[config.mk]
export PLATFORM = sky130hd
export DESIGN_NAME = conv_result_writer
export DESIGN_NICKNAME = d
export VERILOG_FILES = /design/src/rtl/conv_result_writer.sv
export SDC_FILE = /design/constraint.sdc
export NUM_CORES = 1
export LEC_CHECK = 0
export ABC_AREA = 0
export CORE_MARGIN = 8
export CORE_UTILIZATION = 45
export DETAILED_ROUTE_END_ITERATION = 16
export GPL_ROUTABILITY_DRIVEN = 0
export PLACE_DENSITY = 0.71
export SYNTH_ARGS = -nofsm -noshare
export SYNTH_HDL_FRONTEND = slang
export SYNTH_SLANG_ARGS = --single-unit
[constraint.sdc]
create_clock -name clk -period 2.2 [get_ports clk]
set_input_delay 0.22 -clock clk [delete_from_list [all_inputs] [get_ports clk]]
set_output_delay 0.22 -clock clk [all_outputs]
set_load 0.05 [all_outputs]
[src/rtl/conv_result_writer.sv]
// conv_result_writer: sink for the convolutor's raster-ordered output stream.
// Drops the K_SIZE-1 wrap-around columns at the end of each row and writes the
// (N-K_SIZE+1)^2 legal results densely into a result RAM, then pulses done_o.
module conv_result_writer #(
    parameter int N          = 16,
    parameter int DATA_WIDTH = 16,
    parameter int K_SIZE     = 3,
    parameter int ADDR_WIDTH = 8
) (
    input  logic                  clk,
    input  logic                  rst,
    input  logic                  start_i,
    input  logic [DATA_WIDTH-1:0] data_i,
    input  logic                  valid_i,
    output logic                  wr_en_o,
    output logic [ADDR_WIDTH-1:0] wr_addr_o,
    output logic [DATA_WIDTH-1:0] wr_data_o,
    output logic                  busy_o,
    output logic                  done_o,
    output logic                  err_o
);

    localparam int M      = N - K_SIZE + 1;
    localparam int COL_W  = (N > 1) ? $clog2(N) : 1;
    localparam int ROW_W  = (M > 1) ? $clog2(M) : 1;
    localparam int WPTR_W = (M * M > 1) ? $clog2(M * M) : 1;

    // Last column index of a row, last column that carries a legal result, last row.
    localparam logic [COL_W-1:0] COL_LAST     = COL_W'(N - 1);
    localparam logic [COL_W-1:0] COL_KEEP_MAX = COL_W'(N - K_SIZE);
    localparam logic [ROW_W-1:0] ROW_LAST     = ROW_W'(M - 1);

    typedef enum logic [1:0] {
        IDLE = 2'd0,
        RUN  = 2'd1,
        DONE = 2'd2
    } state_t;

    state_t                state_q, state_d;
    logic [COL_W-1:0]      col_q, col_d;
    logic [ROW_W-1:0]      row_q, row_d;
    logic [WPTR_W-1:0]     wptr_q, wptr_d;
    logic                  wr_en_q, wr_en_d;
    logic [ADDR_WIDTH-1:0] wr_addr_q, wr_addr_d;
    logic [DATA_WIDTH-1:0] wr_data_q, wr_data_d;
    logic                  busy_q, busy_d;
    logic                  done_q, done_d;
    logic                  err_q, err_d;

    // Next-state, counter and registered-output logic; start_i always wins and
    // re-arms the frame with cleared counters and a cleared error flag.
    always_comb begin
        state_d   = state_q;
        col_d     = col_q;
        row_d     = row_q;
        wptr_d    = wptr_q;
        wr_en_d   = 1'b0;
        wr_addr_d = wr_addr_q;
        wr_data_d = wr_data_q;
        done_d    = 1'b0;
        err_d     = err_q;
        busy_d    = 1'b0;

        case (state_q)
            IDLE: begin
                if (start_i) begin
                    state_d = RUN;
                    col_d   = '0;
                    row_d   = '0;
                    wptr_d  = '0;
                    err_d   = 1'b0;
                end else if (valid_i) begin
                    err_d = 1'b1;
                end
            end

            RUN: begin
                if (start_i) begin
                    col_d  = '0;
                    row_d  = '0;
                    wptr_d = '0;
                    err_d  = 1'b0;
                end else if (valid_i) begin
                    if (col_q <= COL_KEEP_MAX) begin
                        wr_en_d   = 1'b1;
                        wr_addr_d = ADDR_WIDTH'(wptr_q);
                        wr_data_d = data_i;
                        wptr_d    = wptr_q + 1'b1;
                    end
                    if (col_q == COL_LAST) begin
                        col_d = '0;
                        row_d = row_q + 1'b1;
                    end else begin
                        col_d = col_q + 1'b1;
                    end
                    if ((row_q == ROW_LAST) && (col_q == COL_KEEP_MAX)) begin
                        state_d = DONE;
                    end
                end
            end

            DONE: begin
                done_d = 1'b1;
                if (start_i) begin
                    state_d = RUN;
                    col_d   = '0;
                    row_d   = '0;
                    wptr_d  = '0;
                    err_d   = 1'b0;
                end else begin
                    state_d = IDLE;
                    if (valid_i) begin
                        err_d = 1'b1;
                    end
                end
            end

            default: begin
                state_d = IDLE;
            end
        endcase

        // busy stays up through the final write cycle and drops as done rises.
        busy_d = (state_d != IDLE);
    end

    // State, counter and output registers with asynchronous active-low reset.
    always_ff @(posedge clk or negedge rst) begin
        if (!rst) begin
            state_q   <= IDLE;
            col_q     <= '0;
            row_q     <= '0;
            wptr_q    <= '0;
            wr_en_q   <= 1'b0;
            wr_addr_q <= '0;
            wr_data_q <= '0;
            busy_q    <= 1'b0;
            done_q    <= 1'b0;
            err_q     <= 1'b0;
        end else begin
            state_q   <= state_d;
            col_q     <= col_d;
            row_q     <= row_d;
            wptr_q    <= wptr_d;
            wr_en_q   <= wr_en_d;
            wr_addr_q <= wr_addr_d;
            wr_data_q <= wr_data_d;
            busy_q    <= busy_d;
            done_q    <= done_d;
            err_q     <= err_d;
        end
    end

    assign wr_en_o   = wr_en_q;
    assign wr_addr_o = wr_addr_q;
    assign wr_data_o = wr_data_q;
    assign busy_o    = busy_q;
    assign done_o    = done_q;
    assign err_o     = err_q;

endmodule

==> impl_results.md <==
- Comb power frac: 23.1%
- Reg2Reg Setup Slack: 0.40 ns
- Cell Area, Synth: 2020 um^2
- Worst-Skew Late Latency: 0.29 ns
- Status: completed
- CP Data Arrival Time: 2.01 ns
- Class of the most critical hold timing path: in -> async
- Pre-CTS WS: 0.364 ns
- Share of cells above drive strength 1: 8.15%
- Placed Instances: 314
- DR vias: 1676
- Synthesized instance count: 214
- Fin. max-slew vios: 0
- Most used DFF post-synth: dfrtp_1
- Final nets: 296
- Final setup fails: 0
- PostCTS Resize Cnt: 0
- Fmax: 0.557 GHz
- Global route total overflow: 0
- CTS Root Cell: clkbuf_8
- WS Path Type: reg -> reg
- Critical path, cell by cell: inv_1 -> ha_1 -> and4bb_4 -> a221o_1 -> or3_1 -> a21oi_1
- DRC violations left: 0
- Internal cell power: 1270 uW
- Hold-fix buffers, CTS: 1
- Die Ht: 83.1 um
- Final WS setup: 0.403 ns
- Synth cell types: 36
- Mapped Avg Cell Area: 9.46 um^2
- EDFF count, synth: 0
- Final Hold Fails: 0
- Clock Power Share: 25.9%
- Rel. slew slack: 64.9%
- Fraction of registers with async set/reset: 100%
- Clk buf depth: 2
- Leak Pwr: 0.00128 uW
- Register area share after synthesis: 56.9%
- TritonCTS buffer count: 5
- Syn nets: 240
- CTS tree: done
- Final wirelength: 4.51 mm
- DRT iter0 DRCs: 78
- PwrDens: 689 nW/um^2
- Vias in the first global route: 1597
- Non-Filler Instances: 322
- IO Port Bufs: 47
- Worst-margin pin slew: 0.525 ns
- I/O Pins: 48
- Post-CTS Setup Inserts: 0
- Width of the die: 83.1 um
- Sum Neg Setup Slack: 0 ns
- CP bufs+invs: 1
- Full die area: 6900 um^2
- Final clock skew: 0.00786 ns
- Site Rows: 24
- Worst VDD drop: 419 uV
- H-tree depth: 2
- Switching Fraction: 31.1%
- RSZ-0062 raised after global routing: no
- DP Wirelength: 3.38 mm
- Most common cell after layout, fill and taps aside: nand2_1
- Commonest cells after routing, fill and taps aside: nand2_1, dfrtp_1, clkdlybuf4s50_1, o21ai_0, a21oi_1
- CP Capture Type: flip-flop
- Total track usage: 13.6%
- First-pass GRT wire length: 7.74 mm
- Startpoint types: flip-flop
- Sequential power share: 51.0%
- Core area: 4350 um^2
- # diodes: 0
- Fin crit share: 81.7%
- Number of synthesized register bits: 46
- Drt pass-1 iters: 4
- Minimum clock period: 1.80 ns
- Routed Antenna Nets: 0
- CP Max Fanout: 4
- WL/cell: 14.0 um
- Fin util: 61.5%
- Largest net degree at the start of global routing: 26
- Maximum capacitance violations: 0
- Layout area overhead: 32.2%
- CP peak stage delay: 0.41 ns
- Slowest cell on crit path: dfrtp_1
- CP top delay family: simple AND/OR/NAND/NOR gates
- Initial Utilization: 46.5%
- Clock slew at reported path FFs: 0.08 ns
- CTS sink cnt: 46
- Required time worst endpoint: 2.42 ns
- Vias per cell: 5.20
- Initial antenna violation count: 0
- Ys Warns: 0
- Switching power: 573 uW
## power groups by stage
| stage | logic [uW] | registers, uW | clock network, uW |
|---|---|---|---|
| floorplan | 93.2 | 1110 | 0 |
| global placement | 425 | 955 | 0 |
| detailed placement | 431 | 957 | 0 |
| CTS | 434 | 940 | 501 |
| global route | 461 | 949 | 553 |
| finish | 426 | 940 | 478 |
## cell usage after synthesis (2+ instances only)
library cell / number / area share, %
o21ai_0: 13 / 3.2
ha_1: 6 / 3.7
or3_1: 4 / 1.2
inv_1: 6 / 1.1
a21oi_1: 9 / 2.2
a221o_1: 2 / 0.99
nand2_1: 83 / 15
a21o_1: 3 / 1.1
buf_2: 2 / 0.49
dfrtp_1: 46 / 57
o31ai_1: 2 / 0.74
nand3_1: 8 / 2.0
nor2_1: 3 / 0.56
nor2b_1: 2 / 0.62
buf_4: 3 / 1.1
clkbuf_1: 2 / 0.37
## path summary, 6_finish.rpt
check,from,to,cells after the start
setup reg to reg,col_q[1],wptr_q[6],6
hold / removal,rst,wr_data_o[14],2
max in group asynchronous,rst,state_q[1],3
setup / recovery,col_q[1],wptr_q[6],6
hold reg to reg,wr_addr_o[2],wr_addr_o[2],2
min in group clk,data_i[5],wr_data_o[5],3
## worst reg2reg max path, cell delays in order (launching register included)
cell and delay (ns):
dfrtp_1 0.41, inv_1 0.11, ha_1 0.15, and4bb_4 0.23
a221o_1 0.33, or3_1 0.35, a21oi_1 0.14
## registers in the layout (all words and copies together) (netlist names)
register / flops
err_o: 1
state_q: 2
busy_o: 1
row_q: 4
wptr_q: 8
wr_data_o: 16
done_o: 1
wr_en_o: 1
wr_addr_o: 8
col_q: 4
## metrics by stage
| stage | hold WS (ns) | total power, uW | cell area, um^2 |
|---|---|---|---|
| 6_report | 0.415 | 1840 | 2680 |
| 5_1_grt | 0.419 | 1960 | 2680 |
| 4_1_cts | 0.426 | 1870 | 2680 |
| 3_5_place_dp | 0.210 | 1390 | 2590 |
| 3_3_place_gp | 0.207 | 1380 | 2590 |
| 2_1_floorplan | -0.0756 | 1200 | 2020 |
## cells by family after synthesis
group	share of synthesized area [%]
simple gates	25.4
flops	56.9
compound gates	10.3
buf+inv	3.28
fa+ha+maj	3.71
xor+xnor	0.433
## metal layers
layer | vias to the layer above | GRT usage, % | wire length [um]
li1 | 823 | - | -
met1 | 795 | 16.3 | 2000
met2 | 51 | 21.1 | 2170
met3 | 7 | 5.57 | 270
met4 | 0 | 5.27 | 78
met5 | - | 0 | 0
## final cells by class
class | instances | area, um^2
Sequential cell | 46 | 1150
Tap cell | 52 | 65.1
Clock inverter | 2 | 10.0
Timing Repair Buffer | 56 | 548
Multi-Input combinational cell | 154 | 807
Fill cell | 380 | 1680
Inverter | 7 | 26.3
Clock buffer | 5 | 68.8
Note: power is estimated with default switching activity, not from simulation.
